==> src/rtl/ps2_host_ctrl.sv <==
// PS/2 host-side command sequencer: arbitrates init/LED commands, drives the
// open-drain clock/data enables for host-to-device frames and checks replies.
`timescale 1ns/1ps
module ps2_host_ctrl #(
    parameter int unsigned INHIBIT_CYC  = 2500,
    parameter int unsigned BIT_TIMEOUT  = 50000,
    parameter int unsigned RESP_TIMEOUT = 500000,
    parameter int unsigned BAT_TIMEOUT  = 25000000,
    parameter int unsigned RETRIES      = 3
) (
    input  logic       clk,
    input  logic       rst,
    input  logic       ps2_clk_i,
    input  logic       ps2_dat_i,
    output logic       ps2_clk_oe,
    output logic       ps2_dat_oe,
    input  logic       rx_valid,
    input  logic [7:0] rx_data,
    output logic       rx_block,
    input  logic       init_req,
    input  logic       led_req,
    input  logic [2:0] led_val,
    output logic       busy,
    output logic       done,
    output logic       err,
    output logic       kbd_ok
);

    localparam int TW = 25;
    localparam int AW = $clog2(RETRIES + 1);
    localparam logic [TW-1:0] INH_LD  = TW'(INHIBIT_CYC - 1);
    localparam logic [TW-1:0] BIT_LD  = TW'(BIT_TIMEOUT - 1);
    localparam logic [TW-1:0] RESP_LD = TW'(RESP_TIMEOUT - 1);
    localparam logic [TW-1:0] BAT_LD  = TW'(BAT_TIMEOUT - 1);

    typedef enum logic [2:0] {
        IDLE, INHIBIT, START, TX_BITS, TX_ACK, WAIT_RESP, WAIT_BAT
    } state_t;

    state_t         state, state_n;
    logic [TW-1:0]  tmr, tmr_n;
    logic [3:0]     bit_cnt, bit_cnt_n;
    logic [AW-1:0]  att, att_n, att_inc;
    logic           byte_sel, byte_sel_n;
    logic           cmd_init, cmd_init_n;
    logic [2:0]     led_byte, led_byte_n;
    logic           init_pend, init_pend_n, led_pend, led_pend_n;
    logic           dat_oe_q, dat_oe_n;
    logic           done_q, done_n, err_q, err_n, kbd_ok_q, kbd_ok_n;
    logic           fail, init_want, led_want;
    logic [7:0]     tx_byte;

    // Two-flop synchronisers; sync resets to idle-high so reset never looks like an edge.
    logic [1:0] clk_sync, dat_sync;
    logic       clk_prev, fall;

    always_ff @(posedge clk or negedge rst) begin
        if (!rst) begin
            clk_sync <= 2'b11;
            dat_sync <= 2'b11;
            clk_prev <= 1'b1;
        end else begin
            clk_sync <= {clk_sync[0], ps2_clk_i};
            dat_sync <= {dat_sync[0], ps2_dat_i};
            clk_prev <= clk_sync[1];
        end
    end

    assign fall    = clk_prev & ~clk_sync[1];
    assign tx_byte = cmd_init ? 8'hFF : (byte_sel ? {5'b0, led_byte} : 8'hED);
    assign att_inc = att + AW'(1);

    // Pulses in the current cycle count as pending so IDLE can launch on the next edge.
    assign init_want = init_pend | init_req;
    assign led_want  = led_pend | led_req;

    always_ff @(posedge clk or negedge rst) begin
        if (!rst) begin
            state     <= IDLE;
            tmr       <= '0;
            bit_cnt   <= '0;
            att       <= '0;
            byte_sel  <= 1'b0;
            cmd_init  <= 1'b0;
            led_byte  <= '0;
            init_pend <= 1'b1;
            led_pend  <= 1'b0;
            dat_oe_q  <= 1'b0;
            done_q    <= 1'b0;
            err_q     <= 1'b0;
            kbd_ok_q  <= 1'b0;
        end else begin
            state     <= state_n;
            tmr       <= tmr_n;
            bit_cnt   <= bit_cnt_n;
            att       <= att_n;
            byte_sel  <= byte_sel_n;
            cmd_init  <= cmd_init_n;
            led_byte  <= led_byte_n;
            init_pend <= init_pend_n;
            led_pend  <= led_pend_n;
            dat_oe_q  <= dat_oe_n;
            done_q    <= done_n;
            err_q     <= err_n;
            kbd_ok_q  <= kbd_ok_n;
        end
    end

    always_comb begin
        state_n     = state;
        tmr_n       = (tmr != '0) ? tmr - TW'(1) : tmr;
        bit_cnt_n   = bit_cnt;
        att_n       = att;
        byte_sel_n  = byte_sel;
        cmd_init_n  = cmd_init;
        led_byte_n  = led_byte;
        init_pend_n = init_want;
        led_pend_n  = led_want;
        dat_oe_n    = dat_oe_q;
        done_n      = 1'b0;
        err_n       = err_q;
        kbd_ok_n    = kbd_ok_q;
        fail        = 1'b0;

        case (state)
            IDLE: begin
                dat_oe_n = 1'b0;
                if (init_want || led_want) begin
                    state_n    = INHIBIT;
                    tmr_n      = INH_LD;
                    att_n      = '0;
                    byte_sel_n = 1'b0;
                    err_n      = 1'b0;
                    if (init_want) begin
                        cmd_init_n  = 1'b1;
                        init_pend_n = 1'b0;
                    end else begin
                        cmd_init_n = 1'b0;
                        led_pend_n = 1'b0;
                        led_byte_n = led_val;
                    end
                end
            end
            INHIBIT: begin
                if (tmr == '0) begin
                    state_n  = START;
                    dat_oe_n = 1'b1;
                end
            end
            START: begin
                state_n   = TX_BITS;
                tmr_n     = BIT_LD;
                bit_cnt_n = '0;
            end
            TX_BITS: begin
                if (fall) begin
                    tmr_n     = BIT_LD;
                    bit_cnt_n = bit_cnt + 4'd1;
                    if (bit_cnt < 4'd8) begin
                        dat_oe_n = ~tx_byte[bit_cnt[2:0]];
                    end else if (bit_cnt == 4'd8) begin
                        dat_oe_n = ~(~^tx_byte);
                    end else begin
                        dat_oe_n = 1'b0;
                        state_n  = TX_ACK;
                    end
                end else if (tmr == '0) begin
                    fail = 1'b1;
                end
            end
            TX_ACK: begin
                if (fall) begin
                    if (!dat_sync[1]) begin
                        state_n = WAIT_RESP;
                        tmr_n   = RESP_LD;
                    end else begin
                        fail = 1'b1;
                    end
                end else if (tmr == '0) begin
                    fail = 1'b1;
                end
            end
            WAIT_RESP: begin
                if (rx_valid && rx_data == 8'hFA) begin
                    att_n = '0;
                    if (cmd_init) begin
                        state_n = WAIT_BAT;
                        tmr_n   = BAT_LD;
                    end else if (!byte_sel) begin
                        byte_sel_n = 1'b1;
                        state_n    = INHIBIT;
                        tmr_n      = INH_LD;
                    end else begin
                        state_n = IDLE;
                        done_n  = 1'b1;
                    end
                end else if ((rx_valid && rx_data == 8'hFE) || tmr == '0) begin
                    fail = 1'b1;
                end
            end
            WAIT_BAT: begin
                if (rx_valid && rx_data == 8'hAA) begin
                    kbd_ok_n = 1'b1;
                    done_n   = 1'b1;
                    state_n  = IDLE;
                end else if ((rx_valid && rx_data == 8'hFC) || tmr == '0) begin
                    err_n    = 1'b1;
                    kbd_ok_n = 1'b0;
                    state_n  = IDLE;
                end
            end
            default: state_n = IDLE;
        endcase

        // Any failed attempt releases data; retry the same byte until attempts run out.
        if (fail) begin
            dat_oe_n = 1'b0;
            att_n    = att_inc;
            if (att_inc < AW'(RETRIES)) begin
                state_n = INHIBIT;
                tmr_n   = INH_LD;
            end else begin
                state_n = IDLE;
                err_n   = 1'b1;
                if (cmd_init) kbd_ok_n = 1'b0;
            end
        end
    end

    assign ps2_clk_oe = (state == INHIBIT) || (state == START);
    assign ps2_dat_oe = dat_oe_q;
    assign rx_block   = (state == INHIBIT) || (state == START) ||
                        (state == TX_BITS) || (state == TX_ACK);
    assign busy       = (state != IDLE);
    assign done       = done_q;
    assign err        = err_q;
    assign kbd_ok     = kbd_ok_q;

endmodule

==> config.mk <==
export PLATFORM = sky130hd
export DESIGN_NAME = ps2_host_ctrl
export DESIGN_NICKNAME = d
export VERILOG_FILES = /design/src/rtl/ps2_host_ctrl.sv
export SDC_FILE = /design/constraint.sdc
export NUM_CORES = 1
export LEC_CHECK = 0
export ABC_CLOCK_PERIOD_IN_PS = 7100
export BUFFER_PORTS_ARGS = -buffer_cell sky130_fd_sc_hd__buf_2
export CAP_MARGIN = 30
export CORE_ASPECT_RATIO = 1.1
export CORE_MARGIN = 10
export CORE_UTILIZATION = 59
export CTS_CLUSTER_SIZE = 16
export DETAILED_ROUTE_END_ITERATION = 16
export GPL_TIMING_DRIVEN = 0
export PLACE_DENSITY = 0.79
export SLEW_MARGIN = 20
export SYNTH_ARGS = -nofsm -noshare
export SYNTH_HDL_FRONTEND = slang
export SYNTH_SLANG_ARGS = --single-unit
==> constraint.sdc <==
create_clock -name clk -period 7.1 [get_ports clk]
set_input_delay 0.355 -clock clk [delete_from_list [all_inputs] [get_ports clk]]
set_output_delay 0.355 -clock clk [all_outputs]
set_load 0.02 [all_outputs]
==> qor.yml, run 1 <==
global_routing:
  antenna_found_initial: 0
  grt_max_degree: 30
  grtUsageTotal_pct: 19.92
  grt_pass1_wl_mm: 13.48
  grt_pass1_vias: 2852
  grt.overflow.total: 0
power:
  seqPwrFrac_pct: 31.6
  p_total_mw: 1.413
  p_sw_share_pct: 45.94
  intPower_uw: 764.0
  power_density_nw_per_um2: 412.1
  clockPowerShare_pct: 14.2
  ir_worst_vdd_v: 0.0002653
  power_switching_uw: 649.3
  p_leak_nw: 1.454
  pwr-share-comb_pct: 54.2
placement:
  place_congestion: 0.9699
  io_buffers: 24
  dp.cells: 440
  dp_hpwl_mm: 6.180
sta:
  fin_crit_ns: 3.145
  rsz0062_at_grt: "false"
  period_share_pct: 44.30
  final-max-slew-violation-count: 0
  maxSlewHeadroom_pct: 53.86
  setup-violations-final: 0
  worst_pin_slew_ns: 0.6869
  skew_ns: 0.01043
  fmax_mhz: 317.9
  hold_viol_final: 0
  whs_ns: 0.004365
  tns_ns: 0
layout:
  drive_above_1_share_pct: 14.62
  fill_cells: 415
  multi_input_area_sq_um: 1754
  n_antenna_cell: 0
  regArea_sq_um: 1259
  nets: 413
  fin_cells: 448
  area_growth_pct: 10.39
yosys:
  muxShareOfSynthArea_pct: 2.457
  synth_edf_count: 0
  synth_top_family_by_area: "simple AND/OR/NAND/NOR gates"
  synthXorXnorAreaFrac_pct: 7.330
  syn-num-nets: 381
  synth-simple-area-share_pct: 26.50
  avgSynthCellArea_sq_um: 8.702
  syn_area_sq_um: 3107
  synth_compound_area_share_pct: 17.76
  yosysUniqueCellTypes: 59
  yosysSeqAreaShare_pct: 40.52
  yosys_warnings: 0
  synth_fa_ha_area_share_pct: 2.416
  ys_ff_latch: 50
  synth_cells: 357
  async_flop_share_pct: 100.0
  synthFlopType: "dfrtp_1"
floorplanning:
  rows: 27
  dieArea_sq_um: 8571
  fp.coreArea_sq_um: 5067
  start_util_pct: 61.31
  dieWidth_microns: 89.19
  die_h_microns: 96.11
  io_pins: 25
clock_tree:
  clock-sinks: 50
  cts_tree: "done"
  clockRootBuffer: "clkbuf_8"
  ctsHoldBuffers: 0
  numCtsBuffers: 5
  post_cts_resize_count: 0
  clockBufferDepth: 2
  clock_latency_ns: 0.31
  cts_htree_levels: 2
  cts_setup_buffers: 0
  clk_pin_slew_ns: 0.09
routing:
  wirelength_mm: 8.107
  dr.pass1.iters: 5
  vias: 2859
  post-route-drc-count: 0
  detail-route-antenna-nets: 0
  wl_per_cell_microns: 18.10
  first_iter_violations: 200
  viasPerCell: 6.382
worst_hold_path:
  hp-class: "in -> async"
critical_path:
  crit_required_ns: 7.29
  start_kind: "flop"
  rrSetupSlack_ns: 3.95
  cp-end-kind: "flop"
  critical_path_class: "reg -> reg"
  critPathMaxFanout: 5
  r2r_end: "state[0]$_DFFE_PN0P_"
  rr_worst_depth: 7
  worstPathArrival_ns: 3.34
  reg2reg_from: "tmr[15]$_DFF_PN0_"
outcome:
  status: "finished, final reports clean"
flow_run:
  maxCapViolations: 0
## stage by stage
step / cell area [sq um] / worst slack (ns) / utilization [%]
after floorplan: 3107 / 4.377 / -
after global placement: 3299 / 3.956 / 65.11
after detailed placement: 3319 / 4.017 / 65.51
after CTS: 3430 / 3.987 / 67.68
after global routing: 3430 / 3.718 / 67.68
final: 3430 / 3.955 / 67.68
## flip-flops by register name, indices dropped and copies added, names as in the netlist
name        cells
init_pend       1
clk_prev        1
err             1
bit_cnt         4
cmd_init        1
dat_sync        2
clk_sync        2
ps2_dat_oe      1
done            1
att             2
led_byte        3
led_pend        1
kbd_ok          1
tmr            25
byte_sel        1
state           3
## per-layer routing
layer  GRT usage [%]  share of wire (%)  vias to the layer above
met5               0                  0                        -
met4           7.162                1.7                        0
met3           4.565                5.7                       13
met2           35.31                 52                      102
met1           22.82                 41                     1387
li1                -                  -                     1357
## layout make-up
| class | instances | area share [%] |
|---|---|---|
| inverter | 9 | 0.9850 |
| timing repair buffer | 25 | 4.086 |
| multi-input combinational | 285 | 51.15 |
| buffer | 13 | 1.751 |
| sequential | 50 | 36.70 |
| clock buffer | 6 | 2.116 |
| tap | 58 | 2.116 |
| clock inverter | 2 | 1.094 |
## power by group through the flow
stage	registers, mW	logic (mW)	clock network (mW)
6_report	0.446	0.766	0.201
5_1_grt	0.458	0.852	0.214
4_1_cts	0.444	0.754	0.201
3_5_place_dp	0.449	0.749	0
3_3_place_gp	0.445	0.734	0
2_1_floorplan	0.432	0.571	0
## synthesized netlist by cell type, types with 4 or more instances
cell      instances  area, sq um
nand2_1          45        168.9
dfrtp_1          44         1101
nor2_1           36        135.1
o21ai_0          32        160.2
a21oi_1          20        100.1
xnor2_1          20        175.2
nand3_1          13        65.06
nor3_1           13        65.06
inv_1             9        33.78
clkbuf_1          7        26.28
nand2b_1          7        43.79
nor4_1            7        43.79
dfstp_2           6        157.7
ha_1              6        75.07
xor2_1            6        52.55
a31oi_1           5        31.28
and3_1            5        31.28
mux2_2            5        56.30
nor2b_1           5        31.28
or3_1             4        25.02
or4_1             4        30.03
## layout by cell type, fill, tap and decap left out, types with 6 or more instances in the layout
| cell | synthesis | final |
|---|---|---|
| a21oi_1 | 20 | 20 |
| buf_2 | 3 | 27 |
| clkbuf_1 | 7 | 8 |
| dfrtp_1 | 44 | 44 |
| dfstp_2 | 6 | 6 |
| ha_1 | 6 | 6 |
| inv_1 | 9 | 9 |
| nand2_1 | 45 | 45 |
| nand2b_1 | 7 | 7 |
| nand3_1 | 13 | 13 |
| nor2_1 | 36 | 36 |
| nor3_1 | 13 | 13 |
| nor4_1 | 7 | 7 |
| o21ai_0 | 32 | 32 |
| xnor2_1 | 20 | 20 |
| xor2_1 | 6 | 6 |
## cell families after synthesis
family | Yosys count
and+or+nand+nor | 157
AOI/OAI and AO/OA | 89
DFF | 50
xor gates and xnor gates | 26
buffers and inverters | 22
muxes | 7
adders and majority gates | 6
## worst max-delay path, stage by stage (launching register included)
cell and delay (ns):
dfrtp_1 0.44, or4_1 0.63, or4_4 0.50, nor4_1 0.41, o211ai_1 0.27, o21a_1 0.26
a21oi_2 0.17, mux2_2 0.35
## worst max path at each step
| stage | from | end | cells past startpoint |
|---|---|---|---|
| floorplan | tmr[8]$_DFF_PN0_ | tmr[17]$_DFF_PN0_ | 8 |
| global placement | tmr[0]$_DFF_PN0_ | tmr[2]$_DFF_PN0_ | 9 |
| detailed placement | tmr[0]$_DFF_PN0_ | tmr[18]$_DFF_PN0_ | 10 |
| CTS | tmr[0]$_DFF_PN0_ | tmr[18]$_DFF_PN0_ | 10 |
| global route | tmr[0]$_DFF_PN0_ | tmr[3]$_DFF_PN0_ | 9 |
| finish | tmr[15]$_DFF_PN0_ | state[0]$_DFFE_PN0P_ | 7 |
Note: power is estimated with default switching activity, not from simulation.
==> run 2, diff against run 1 <==
ABC_CLOCK_PERIOD_IN_PS = 2800   (was 7100)
CORE_UTILIZATION = 54   (was 59)
PLACE_DENSITY = 0.76   (was 0.79)
clock period = 2.8 ns   (was 7.1 ns; I/O delays follow)
==> run 2 against run 1 <==
Against the previous run: the flow now finishes with violations (negative setup slack); largest power group unchanged; largest cell class unchanged; via count is 4.2% higher; sequential share of layout area down 3.5 points; first-iteration DRC count rose by 130%.
==> qor.yml, run 2 (synthesis gave the netlist of run 1 again) <==
power:
  pwr-share-comb_pct: 57.5  # +3.3 points
  ir_worst_vdd_v: 0.0005914  # +120%
  seqPwrFrac_pct: 28.9  # -2.7 points
  p_leak_nw: 1.592  # +9.5%
  clockPowerShare_pct: 13.6  # -0.6 points
  power_switching_mw: 1.767  # +170%
  p_sw_share_pct: 45.44  # -0.50 points
  power_density_nw_per_um2: 1025  # +150%
  intPower_mw: 2.121  # +180%
global_routing:
  grtUsageTotal_pct: 17.60  # -2.3 points
  grt.overflow.total: 0  # unchanged
  antenna_found_initial: 0  # unchanged
  grt_max_degree: 33  # +10%
  grt_pass1_wl_mm: 13.58  # +0.77%
  grt_pass1_vias: 2846  # -0.21%
sta:
  final-max-slew-violation-count: 0  # unchanged
  fin_crit_ns: 2.814  # -0.3313 ns
  rsz0062_at_grt: "true"
  setup-violations-final: 1  # +1
  fmax_mhz: 355.4  # +12%
  hold_viol_final: 0  # unchanged
  tns_ns: -0.01395  # -0.01395 ns
  period_share_pct: 100.5  # +56 points
  worst_slack_ns: -0.01395  # -3.969 ns
  maxSlewHeadroom_pct: 49.58  # -4.3 points
  skew_ns: 0.01010  # -0.0003222 ns
  worst_pin_slew_ns: 0.7484  # +0.06152 ns
critical_path:
  critical_path_class: "reg -> reg"
  critPathMaxFanout: 4  # -1
  cp-end-kind: "flop"
  reg2reg_from: "tmr[17]$_DFF_PN0_"
  worstPathArrival_ns: 3.02  # -0.32 ns
  crit_required_ns: 3.01  # -4.28 ns
  startpoint: "tmr[17]$_DFF_PN0_"
  start_kind: "flop"
  r2r_end: "state[0]$_DFFE_PN0P_"
  rr_worst_depth: 8  # +1
  rrSetupSlack_ns: -0.01  # -3.97 ns
clock_tree:
  clk_pin_slew_ns: 0.10  # about the same
  numCtsBuffers: 5  # unchanged
  clockBufferDepth: 2  # unchanged
  clockRootBuffer: "clkbuf_8"
  clock-sinks: 50  # unchanged
  clock_latency_ns: 0.31  # about the same
  cts_tree: "done"
  cts_htree_levels: 2  # unchanged
worst_hold_path:
  hp-class: "in -> reg"
  hold_path_end: "led_byte[0]$_DFFE_PN0P_"
  hold_path_startpoint: "led_val[0]"
  holdPathStages: 2
layout:
  drive_above_1_share_pct: 24.27  # +9.7 points
  largest_register: "tmr"
  n_antenna_cell: 0  # unchanged
  reg_top3: "tmr: 25 flops, bit_cnt: 4 flops"
  final_util_pct: 69.41  # +1.7 points
  fill_cells: 447  # +7.7%
  largest_reg_flops: 25  # unchanged
  mostFrequentLayoutCells: "43 x dfrtp_1, 41 x nand2_1, 36 x nor2_1"
  area_growth_pct: 22.11
  final_common_cell: "dfrtp_1"
  nets: 435  # +5.3%
outcome:
  status: "complete, but fails checks"
  violations: "negative setup slack"
routing:
  viasPerCell: 6.115  # -4.2%
  first_iter_violations: 455  # +130%
  wirelength_mm: 8.283  # +2.2%
  vias: 2978  # +4.2%
  post-route-drc-count: 0  # unchanged
  detail-route-antenna-nets: 0  # unchanged
  dr.pass1.iters: 5  # unchanged
  wl_per_cell_microns: 17.01  # -6.0%
floorplanning:
  fp.coreArea_sq_um: 5465  # +7.9%
  dieWidth_microns: 92.32  # +3.5%
  start_util_pct: 56.85  # -4.5 points
  die_h_microns: 99.55  # +3.6%
  dieArea_sq_um: 9190  # +7.2%
  io_pins: 25  # unchanged
  rows: 28  # +3.7%
placement:
  dp_hpwl_mm: 5.850  # -5.3%
  io_buffers: 24  # unchanged
  place_congestion: 0.9477  # -2.3%
flow_run:
  maxCapViolations: 0  # unchanged
[run 2: changes by cell type in the layout (fill, tap and decap cells not counted), moves of 3 or more]
cell           previous run  this run
o21ai_0                  32        28
nand2_1                  45        41
buf_4                     2        19
a21oi_1                  20        17
o21ai_1                   3         6
nand2_2                   0         3
dlygate4sd3_1             0         3
[run 2: metrics by stage]
step	hold slack [ns]	cell area, sq um	power (mW)	setup WS, ns	std cells
2_1_floorplan	-0.1556	3107	2.544	0.07734	357
3_5_place_dp	0.1166	3341	3.016	-0.3157	457
3_3_place_gp	0.2447	3321	2.972	-0.2570	456
6_report	0.05777	3794	3.887	-0.01395	487
5_1_grt	0.06502	3794	4.165	-0.1139	487
4_1_cts	0.05574	3652	3.690	-0.07264	479
[run 2: layout make-up]
cell class	instances	area, sq um	share of cell area [%]
multi-input cells	285	1891	49.83
plain buffers	12	73.82	1.946
repair buffers	48	324.1	8.542
flip-flops and latches	50	1260	33.21
clock buffers	5	68.82	1.814
inverters	9	33.78	0.8905
well taps	75	93.84	2.474
clock inverters	3	48.80	1.286
[run 2: metal layers]
layer / routed length (microns) / part of all wire [%] / vias up / global-route usage, %
li1: - / - / 1404 / -
met1: 3751 / 45 / 1409 / 23.30
met2: 3805 / 46 / 146 / 27.88
met3: 544 / 6.6 / 19 / 3.759
met4: 181 / 2.2 / 0 / 5.701
met5: 0 / 0 / - / 0
[run 2: power groups by stage]
| stage | clock (mW) | combinational, mW | sequential [mW] |
|---|---|---|---|
| final | 0.529 | 2.23 | 1.12 |
| after global routing | 0.561 | 2.45 | 1.15 |
| after CTS | 0.535 | 2.04 | 1.11 |
| after detailed placement | 0 | 1.88 | 1.14 |
| after global placement | 0 | 1.84 | 1.13 |
| after floorplan | 0 | 1.45 | 1.10 |
[run 2: worst max path at each step]
stage | slack, ns | cells past startpoint | endpoint
floorplan | 0.08 | 8 | tmr[17]$_DFF_PN0_
finish | -0.01 | 8 | state[0]$_DFFE_PN0P_
global route | -0.11 | 7 | tmr[17]$_DFF_PN0_
global placement | -0.26 | 10 | tmr[17]$_DFF_PN0_
CTS | -0.07 | 8 | tmr[17]$_DFF_PN0_
detailed placement | -0.32 | 10 | tmr[17]$_DFF_PN0_
[run 2: what timing repair did]
item                                    in CTS  in global routing
pin swaps                                   11                 22
endpoints found under the setup margin      27                 28
setup buffers                               11                  9
hold endpoints to repair                    20                  0
hold buffers                                 3                  0
gates resized for setup                     21                 20
[run 2: worst max-delay path, stage by stage (launching register included)]
cell and delay [ns]:
dfrtp_1 0.41, or4_4 0.55, or4_4 0.54, buf_4 0.17, nor4_4 0.18, o211ai_1 0.17, o21a_1 0.23, a21oi_4 0.15
mux2_4 0.31
==> run 3, diff against run 2 <==
REMOVE_ABC_BUFFERS = 1   (was not set)
==> run 3 against run 2 <==
Against the previous run: the flow still finishes with violations (negative setup slack); first-iteration DRC count shrank 54%; total power shrank 3.7%; via count shrank 2.5%; largest power group unchanged.
==> qor.yml, run 3 (synthesis gave the netlist of run 1 again) <==
clock_tree:
  clk_pin_slew_ns: 0.08  # -0.02 ns
  clockBufferDepth: 2  # unchanged
  clock_latency_ns: 0.31  # about the same
  numCtsBuffers: 5  # unchanged
  clock-sinks: 50  # unchanged
  clockRootBuffer: "clkbuf_8"
  cts_htree_levels: 2  # unchanged
  cts_tree: "done"
critical_path:
  critical_path_class: "reg -> reg"
  crit_chain: "or4_4 -> or4_4 -> buf_6 -> or4_4 -> nand4_4 -> buf_4 -> nor2_1 -> xnor2_1 -> o21ai_1"
  path_common_cell: "or4_4"
  crit_buf_inv: 2  # +1
  crit_slowest_cell: "or4_4"
  crit_family: "simple AND/OR/NAND/NOR gates"
  critPathMaxStageDelay_ns: 0.55  # about the same
  critPathMaxFanout: 8  # +4
  crit_required_ns: 2.99  # -0.02 ns
  start_kind: "flop"
  worstPathArrival_ns: 3.03  # about the same
  cp-end-kind: "flop"
outcome:
  violations: "negative setup slack"
  status: "complete, but fails checks"
routing:
  vias: 2905  # -2.5%
  dr.pass1.iters: 5  # unchanged
  post-route-drc-count: 0  # unchanged
  detail-route-antenna-nets: 0  # unchanged
  wl_per_cell_microns: 16.96  # -0.28%
  first_iter_violations: 211  # -54%
  viasPerCell: 6.103  # -0.20%
  wirelength_mm: 8.073  # -2.5%
sta:
  setup-violations-final: 3  # +2
  period_share_pct: 101.2  # +0.72 points
  tns_ns: -0.06083  # -0.04689 ns
  worst_pin_slew_ns: 0.8485  # +0.1001 ns
  hold_viol_final: 0  # unchanged
  fmax_mhz: 352.9  # -0.71%
  fin_crit_ns: 2.834  # +0.02012 ns
  whs_ns: 0.06030  # +0.002530 ns
  final-max-slew-violation-count: 0  # unchanged
  maxSlewHeadroom_pct: 42.84  # -6.7 points
  rsz0062_at_grt: "true"
  worst_slack_ns: -0.03406  # -0.02012 ns
  skew_ns: 0.003981  # -0.006122 ns
layout:
  multi_input_area_sq_um: 1919  # +1.5%
  reg_top3: "tmr: 25 flops, bit_cnt: 4 flops"
  final_common_cell: "dfrtp_1"
  n_antenna_cell: 0  # unchanged
  largest_reg_flops: 25  # unchanged
  fill_cells: 446  # -0.22%
  regArea_sq_um: 1261  # about the same
  largest_register: "tmr"
  drive_above_1_share_pct: 24.19  # -0.082 points
  area_growth_pct: 19.98
  nets: 424  # -2.5%
  mostFrequentLayoutCells: "42 x dfrtp_1, 40 x nand2_1, 33 x nor2_1"
placement:
  io_buffers: 24  # unchanged
  place_congestion: 0.8674  # -8.5%
  dp_hpwl_mm: 5.574  # -4.7%
floorplanning:
  io_pins: 25  # unchanged
  start_util_pct: 56.85  # unchanged
  rows: 28  # unchanged
  dieWidth_microns: 92.32  # unchanged
  fp.coreArea_sq_um: 5465  # unchanged
  die_h_microns: 99.55  # unchanged
  dieArea_sq_um: 9190  # unchanged
power:
  p_total_mw: 3.742  # -3.7%
  power_density_nw_per_um2: 1004  # -2.0%
  ir_worst_vdd_v: 0.0007260  # +23%
  p_leak_nw: 1.570  # -1.4%
global_routing:
  grt_pass1_wl_mm: 13.04  # -4.0%
  grt.overflow.total: 0  # unchanged
  grt_max_degree: 29  # -12%
  antenna_found_initial: 0  # unchanged
  grt_pass1_vias: 2811  # -1.2%
  grtUsageTotal_pct: 16.92  # -0.68 points
flow_run:
  maxCapViolations: 0  # unchanged
worst_hold_path:
  hp-class: "in -> reg"
[run 3: cell type report]
type | instances | area share [%]
tap | 75 | 2.518
sequential | 50 | 33.84
inverter | 9 | 0.9063
clock buffer | 8 | 2.148
timing repair buffer | 49 | 9.097
multi-input combinational | 285 | 51.49
[run 3: power breakdown]
part | leakage (nW) | switching [mW] | internal (mW)
sequential | 0.634 | 0.308 | 0.931
combinational | 0.897 | 1.19 | 0.910
clock | 0.0395 | 0.228 | 0.178
total | 1.57 | 1.72 | 2.02
[run 3: what timing repair did]
item | CTS | global route
endpoints found under the hold margin | 19 | 0
resized for setup | 18 | 26
buffers inserted | 20 | 1
hold buffers | 3 | 0
pin swaps | 12 | 13
endpoints found under the setup margin | 33 | 25
[run 3: worst reg2reg max path, delay by kind of cell, from the launching register on]
kind            cells  cell delay [ns]
compound gates      1             0.09
xor+xnor            1             0.16
buf+inv             2             0.28
flops               1             0.40
simple gates        5             1.79
[run 3: worst paths after layout]
| kind | start | endpoint | slack [ns] | depth (start not counted) |
|---|---|---|---|---|
| worst max-delay path | tmr[11]$_DFF_PN0_ | tmr[15]$_DFF_PN0_ | -0.03 | 9 |
| worst min-delay path | led_val[0] | led_byte[0]$_DFFE_PN0P_ | 0.06 | 2 |
| worst max register to register | tmr[11]$_DFF_PN0_ | tmr[15]$_DFF_PN0_ | -0.03 | 9 |
| worst min register to register | clk_sync[0]$_DFF_PN1_ | clk_sync[1]$_DFF_PN1_ | 0.37 | 0 |
| max in group asynchronous | rst | init_pend$_DFF_PN1_ | 1.84 | 3 |
| min in group asynchronous | rst | tmr[18]$_DFF_PN0_ | 0.35 | 2 |
[run 3: stage by stage]
step	utilization [%]	instance area (sq um)	setup slack [ns]	std cells
after floorplan	-	3047	-0.2333	344
after detailed placement	60.03	3281	-0.9157	444
final	68.20	3727	-0.03406	476
after global placement	59.66	3261	-0.9464	443
after global routing	68.20	3727	-0.1208	476
after CTS	66.05	3610	-0.06838	475
[run 3: routing by layer]
| layer | wire, microns | GRT usage [%] | up-vias |
|---|---|---|---|
| met4 | 165 | 7.007 | 0 |
| li1 | - | - | 1383 |
| met2 | 4030 | 28.64 | 97 |
| met5 | 0 | 0 | - |
| met3 | 421 | 3.910 | 17 |
| met1 | 3456 | 20.13 | 1408 |
